<file path="config.mk">
export PLATFORM = sky130hd
export DESIGN_NAME = hdmi_period_decode
export DESIGN_NICKNAME = d
export VERILOG_FILES = /design/src/rtl/hdmi_period_decode.sv
export SDC_FILE = /design/constraint.sdc
export NUM_CORES = 1
export LEC_CHECK = 0
export CORE_MARGIN = 10
export CORE_UTILIZATION = 40
export DETAILED_ROUTE_END_ITERATION = 8
export GPL_TIMING_DRIVEN = 0
export PLACE_DENSITY_LB_ADDON = 0.05
export SLEW_MARGIN = 10
export SYNTH_ARGS = -nofsm -noshare
export SYNTH_HDL_FRONTEND = slang
export SYNTH_SLANG_ARGS = --single-unit
</file>
<file path="constraint.sdc">
create_clock -name i_clk -period 3.6 [get_ports i_clk]
set_input_delay 1.08 -clock i_clk [delete_from_list [all_inputs] [get_ports i_clk]]
set_output_delay 1.08 -clock i_clk [all_outputs]
set_load 0.005 [all_outputs]
</file>
<file path="src/rtl/hdmi_period_decode.sv">
// hdmi_period_decode: classifies TMDS characters into control/guard/video/island periods and recovers sync and pixel strobes.
// Define HDMI_PREAMBLE_CHECK_EN to accept guard bands only after a full counted preamble.
module hdmi_period_decode #(
  parameter int PREAMBLE_LEN = 8
) (
  input  logic       i_clk,
  input  logic       i_reset,
  input  logic [9:0] i_ch0,
  input  logic [9:0] i_ch1,
  input  logic [9:0] i_ch2,
  output logic       o_hsync,
  output logic       o_vsync,
  output logic       o_pv,
  output logic       o_island,
  output logic       o_err
);
  localparam logic [9:0] GB_A = 10'b1011001100;
  localparam logic [9:0] GB_B = 10'b0100110011;
  typedef enum logic [2:0] {CONTROL, VGUARD, VIDEO, IGUARD, ISLAND} state_t;
  function automatic logic is_ctl(input logic [9:0] q);
    return q == 10'b1101010100 || q == 10'b0010101011 || q == 10'b0101010100 || q == 10'b1010101011;
  endfunction
  function automatic logic [1:0] ctl_d(input logic [9:0] q);
    return {q == 10'b0101010100 || q == 10'b1010101011, q == 10'b0010101011 || q == 10'b1010101011};
  endfunction
  if (PREAMBLE_LEN < 1 || PREAMBLE_LEN > 15) begin : g_len_chk
    $error("PREAMBLE_LEN out of range");
  end
  state_t     state;
  logic       s1_vld, s1_c0, s1_c1, s1_c2, s1_vgb, s1_igb;
  logic [1:0] s1_sync;
  logic       all_ctl, pre_vid, pre_isl;
  always_ff @(posedge i_clk or posedge i_reset)
    if (i_reset) begin
      s1_vld  <= 1'b0;
      s1_c0   <= 1'b0;
      s1_c1   <= 1'b0;
      s1_c2   <= 1'b0;
      s1_vgb  <= 1'b0;
      s1_igb  <= 1'b0;
      s1_sync <= 2'b00;
    end else begin
      s1_vld  <= 1'b1;
      s1_c0   <= is_ctl(i_ch0);
      s1_c1   <= is_ctl(i_ch1);
      s1_c2   <= is_ctl(i_ch2);
      s1_vgb  <= i_ch0 == GB_A && i_ch1 == GB_B && i_ch2 == GB_A;
      s1_igb  <= i_ch1 == GB_B && i_ch2 == GB_B;
      s1_sync <= ctl_d(i_ch0);
    end
  assign all_ctl = s1_c0 & s1_c1 & s1_c2;
`ifdef HDMI_PREAMBLE_CHECK_EN
  localparam logic [3:0] LEN = 4'(PREAMBLE_LEN);
  logic [3:0] s1_ctl, cnt, prev_ctl;
  always_ff @(posedge i_clk or posedge i_reset)
    if (i_reset) s1_ctl <= 4'd0;
    else s1_ctl <= {ctl_d(i_ch2), ctl_d(i_ch1)};
  // cnt == 0 means the previous character was not a control word, so prev_ctl is stale
  always_ff @(posedge i_clk or posedge i_reset)
    if (i_reset) begin
      cnt      <= 4'd0;
      prev_ctl <= 4'd0;
    end else if (s1_c1 && s1_c2) begin
      cnt      <= (cnt == 4'd0 || s1_ctl != prev_ctl) ? 4'd1 : (cnt >= LEN ? LEN : cnt + 4'd1);
      prev_ctl <= s1_ctl;
    end else begin
      cnt <= 4'd0;
    end
  assign pre_vid = cnt == LEN && prev_ctl == 4'b0001;
  assign pre_isl = cnt == LEN && prev_ctl == 4'b0101;
`else
  assign pre_vid = 1'b1;
  assign pre_isl = 1'b1;
`endif
  always_ff @(posedge i_clk or posedge i_reset)
    if (i_reset) begin
      state    <= CONTROL;
      o_hsync  <= 1'b0;
      o_vsync  <= 1'b0;
      o_pv     <= 1'b0;
      o_island <= 1'b0;
      o_err    <= 1'b0;
    end else begin
      o_pv     <= 1'b0;
      o_island <= 1'b0;
      o_err    <= 1'b0;
      // island payload on ch0 is TERC4, so sync is only trusted when the island ends
      if (s1_c0 && (state != ISLAND || s1_c1)) {o_vsync, o_hsync} <= s1_sync;
      case (state)
        CONTROL:
          if (all_ctl) state <= CONTROL;
          else if (s1_vgb && pre_vid) state <= VGUARD;
          else if (s1_igb && pre_isl) state <= IGUARD;
          else o_err <= s1_vld;
        VGUARD:
          if (s1_vgb) state <= VIDEO;
          else begin
            o_err <= 1'b1;
            state <= CONTROL;
          end
        VIDEO:
          if (s1_c0) state <= CONTROL;
          else o_pv <= 1'b1;
        IGUARD:
          if (s1_igb) state <= ISLAND;
          else begin
            o_err <= 1'b1;
            state <= CONTROL;
          end
        ISLAND:
          if (s1_c1) state <= CONTROL;
          else o_island <= 1'b1;
        default: state <= CONTROL;
      endcase
    end
endmodule

</file>
==> out/qor.yml <==
worst_setup_path:
  end_kind: "output port"
  worst-path-buf-inv: 1
  cp_data_arrival_time_ps: 1120
  worst-setup-path-type: "reg -> out"
  cp_top_family: "buffers and inverters"
  cp_max_fo: 2
  critPathLaunchType: "flop"
  slowest_stage: "clkdlybuf4s50_1"
  crit_required_ps: 2520
  crit_chain: "clkdlybuf4s50_1"
  slowest_delay_ps: 500
grt:
  grtUsageTotal: 0.08938
  grt_pass1_wl_mm: 3.118
  antenna_found_initial: 0
  grt_pass1_vias: 761
  grt_max_degree: 17
  grt_remaining_overflow: 0
layout:
  drive_gt1_frac: 0.09009
  area_growth_pct: 48.68
  nets: 145
  diodes: 0
sta:
  period_needed_ps: 2204
  setup_tns_ps: 0
  finalCritPeriodShare: 0.6121
  hold_viol: 0
  worst_pin_slew_ps: 562.9
  skew_ps: 1.647
  finalMaxSlewViolations: 0
  rsz0062_at_grt: "no"
  relSlewSlack: 0.6243
  fmaxAchievable_mhz: 453.8
  setup_viol: 0
floorplan:
  start_util: 0.4275
  io_pins: 37
  die_h_microns: 66.26
  fp.dieW_microns: 66.26
  dieArea_sq_mm: 0.004390
  fp-row-count: 16
  coreArea_sq_mm: 0.002002
placed_design:
  gp_congestion: 0.7862
  dp_hpwl_mm: 1.613
  portBuffers: 36
synthesis:
  synth.avg_cell_area_sq_um: 11.89
  ys_ff_latch: 16
  postSynth.asyncResetShare: 1.000
  syn_inst: 72
  synth-seq-area-share: 0.4678
  ys_warn_count: 0
  synth_ff_type: "dfrtp_1"
  synth_nets: 104
  yosysUniqueCellTypes: 35
  synth-edff-count: 0
  syn_area_sq_um: 855.8
power_and_ir_drop:
  p_clk_frac: 0.267
  comb_power_share: 0.158
  switching_share: 0.1880
  p_leak_nw: 0.5120
  peakVddDrop_mv: 0.1591
  p_switching_mw: 0.05930
  finalPower_mw: 0.3154
  p_seq_frac: 0.575
  power.density_mw_per_mm2: 247.9
  intPower_mw: 0.2561
flow_run:
  timing.max_cap.violations: 0
detailed_routing:
  drt_iter0_drc: 24
  top_layer: "met4"
  wl_mm: 1.860
  vias_per_cell: 5.203
  via_count: 718
  dr.pass1.iters: 2
  dr_wl_met3_microns: 179
  met2WireLength_microns: 924
  drc_errors: 0
  met1_length_microns: 720
  wire_per_inst_microns: 13.48
  drtAntennaViolNets: 0
clock_network:
  root_buffer: "clkbuf_4"
  clk_pin_slew_worst_paths_ps: 80
  cts_max_level: 1
  tritoncts: "done"
  hold_buffers: 0
  numCtsBuffers: 3
  cts_buffer_depth: 2
  cts_setup_buffers: 0
  cts.sinks: 16
  clk-insertion-delay-late_ps: 270
  cts_resized: 0
hold_path:
  min_path_type: "reg -> reg"
outcome:
  status: "completed"
synth_stat cells (3+ instances only):
cell / number / area share
nor4bb_1: 4 / 0.047
dfrtp_1: 16 / 0.47
nor4b_1: 3 / 0.031
and4bb_1: 3 / 0.044
nand2_1: 4 / 0.018
area by class of cell:
class,count,area (sq um)
buffer,2,22.52
clock buffer,3,22.52
fill,166,729.5
inverter,2,7.507
multi-input combinational,52,425.4
sequential,16,400.4
tap,27,33.78
timing repair buffer,36,360.3
final timing paths:
check                                           from                   to  slack [ps]  cells past startpoint
worst min register to register  s1_sync[1]$_DFF_PP0_  o_vsync$_DFFE_PP0P_         470                      1
worst min-delay path            s1_sync[1]$_DFF_PP0_  o_vsync$_DFFE_PP0P_         470                      1
max in group asynchronous                    i_reset     s1_igb$_DFF_PP0_        2070                      2
worst max register to register  state[1]$_DFFE_PP0P_  o_vsync$_DFFE_PP0P_        2180                      4
worst max-delay path             o_vsync$_DFFE_PP0P_              o_vsync        1400                      1
min in group asynchronous                    i_reset  o_hsync$_DFFE_PP0P_        1160                      2
layout by cell type (no fill, tap or decap), types with 2 or more instances in the layout:
cell / Yosys / final
nand3_1: 2 / 2
nor4_1: 2 / 2
nand4b_1: 2 / 2
nor3b_1: 2 / 2
nand3b_1: 2 / 2
o21ai_0: 2 / 2
nor4bb_1: 4 / 4
and4bb_1: 3 / 3
mux2_1: 2 / 2
and2_1: 2 / 2
clkbuf_4: 0 / 3
nand2_1: 4 / 4
inv_1: 2 / 2
buf_6: 2 / 2
nor4b_1: 3 / 3
clkdlybuf4s50_1: 0 / 36
nand4bb_1: 2 / 2
dfrtp_1: 16 / 16
nor2_1: 2 / 2
metrics by stage:
step,setup slack [ps],utilization,hold WS (ps),cell area (sq um),instances
floorplan,1802,-,432.5,855.8,72
global placement,1257,0.6244,441.6,1250,135
detailed placement,1263,0.6244,455.8,1250,135
CTS,1374,0.6356,477.5,1272,138
global route,1333,0.6356,483.3,1272,138
finish,1396,0.6356,466.3,1272,138
power by group through the flow:
stage | Clock [mW] | Combinational, mW | Sequential [mW]
after CTS | 0.0887 | 0.0506 | 0.181
after detailed placement | 0 | 0.0505 | 0.185
after global placement | 0 | 0.0491 | 0.185
after global routing | 0.0957 | 0.0539 | 0.182
final | 0.0843 | 0.0499 | 0.181
after floorplan | 0 | 0.0108 | 0.185
cell families (layout without fill, tap and decap cells):
kind of cell,after synthesis,in the layout,share of synthesized area
other cells,1,1,0.004382
flops,16,16,0.4678
buf+inv,4,43,0.03509
mux,4,4,0.05701
simple gates,38,38,0.3597
compound gates,9,9,0.07603
worst register-to-register path: cells and delay by family (launching register included):
kind	cells	cell delay, ps
buffers and inverters	1	140
flip-flops	1	380
AND/OR/NAND/NOR	2	470
multiplexers	1	330
flip-flops by register name, summed over array words and instances, names as in the netlist:
signal / cells
s1_c0: 1
o_pv: 1
o_hsync: 1
state: 3
o_vsync: 1
o_island: 1
s1_c1: 1
s1_c2: 1
s1_vld: 1
o_err: 1
s1_sync: 2
s1_vgb: 1
s1_igb: 1
per-layer routing:
metal	GRT usage	vias to the layer above
met4	0.06021	0
met2	0.1495	25
met1	0.08333	337
met3	0.04576	2
li1	-	354
met5	0	-
Power figures use the tool's default switching activity.
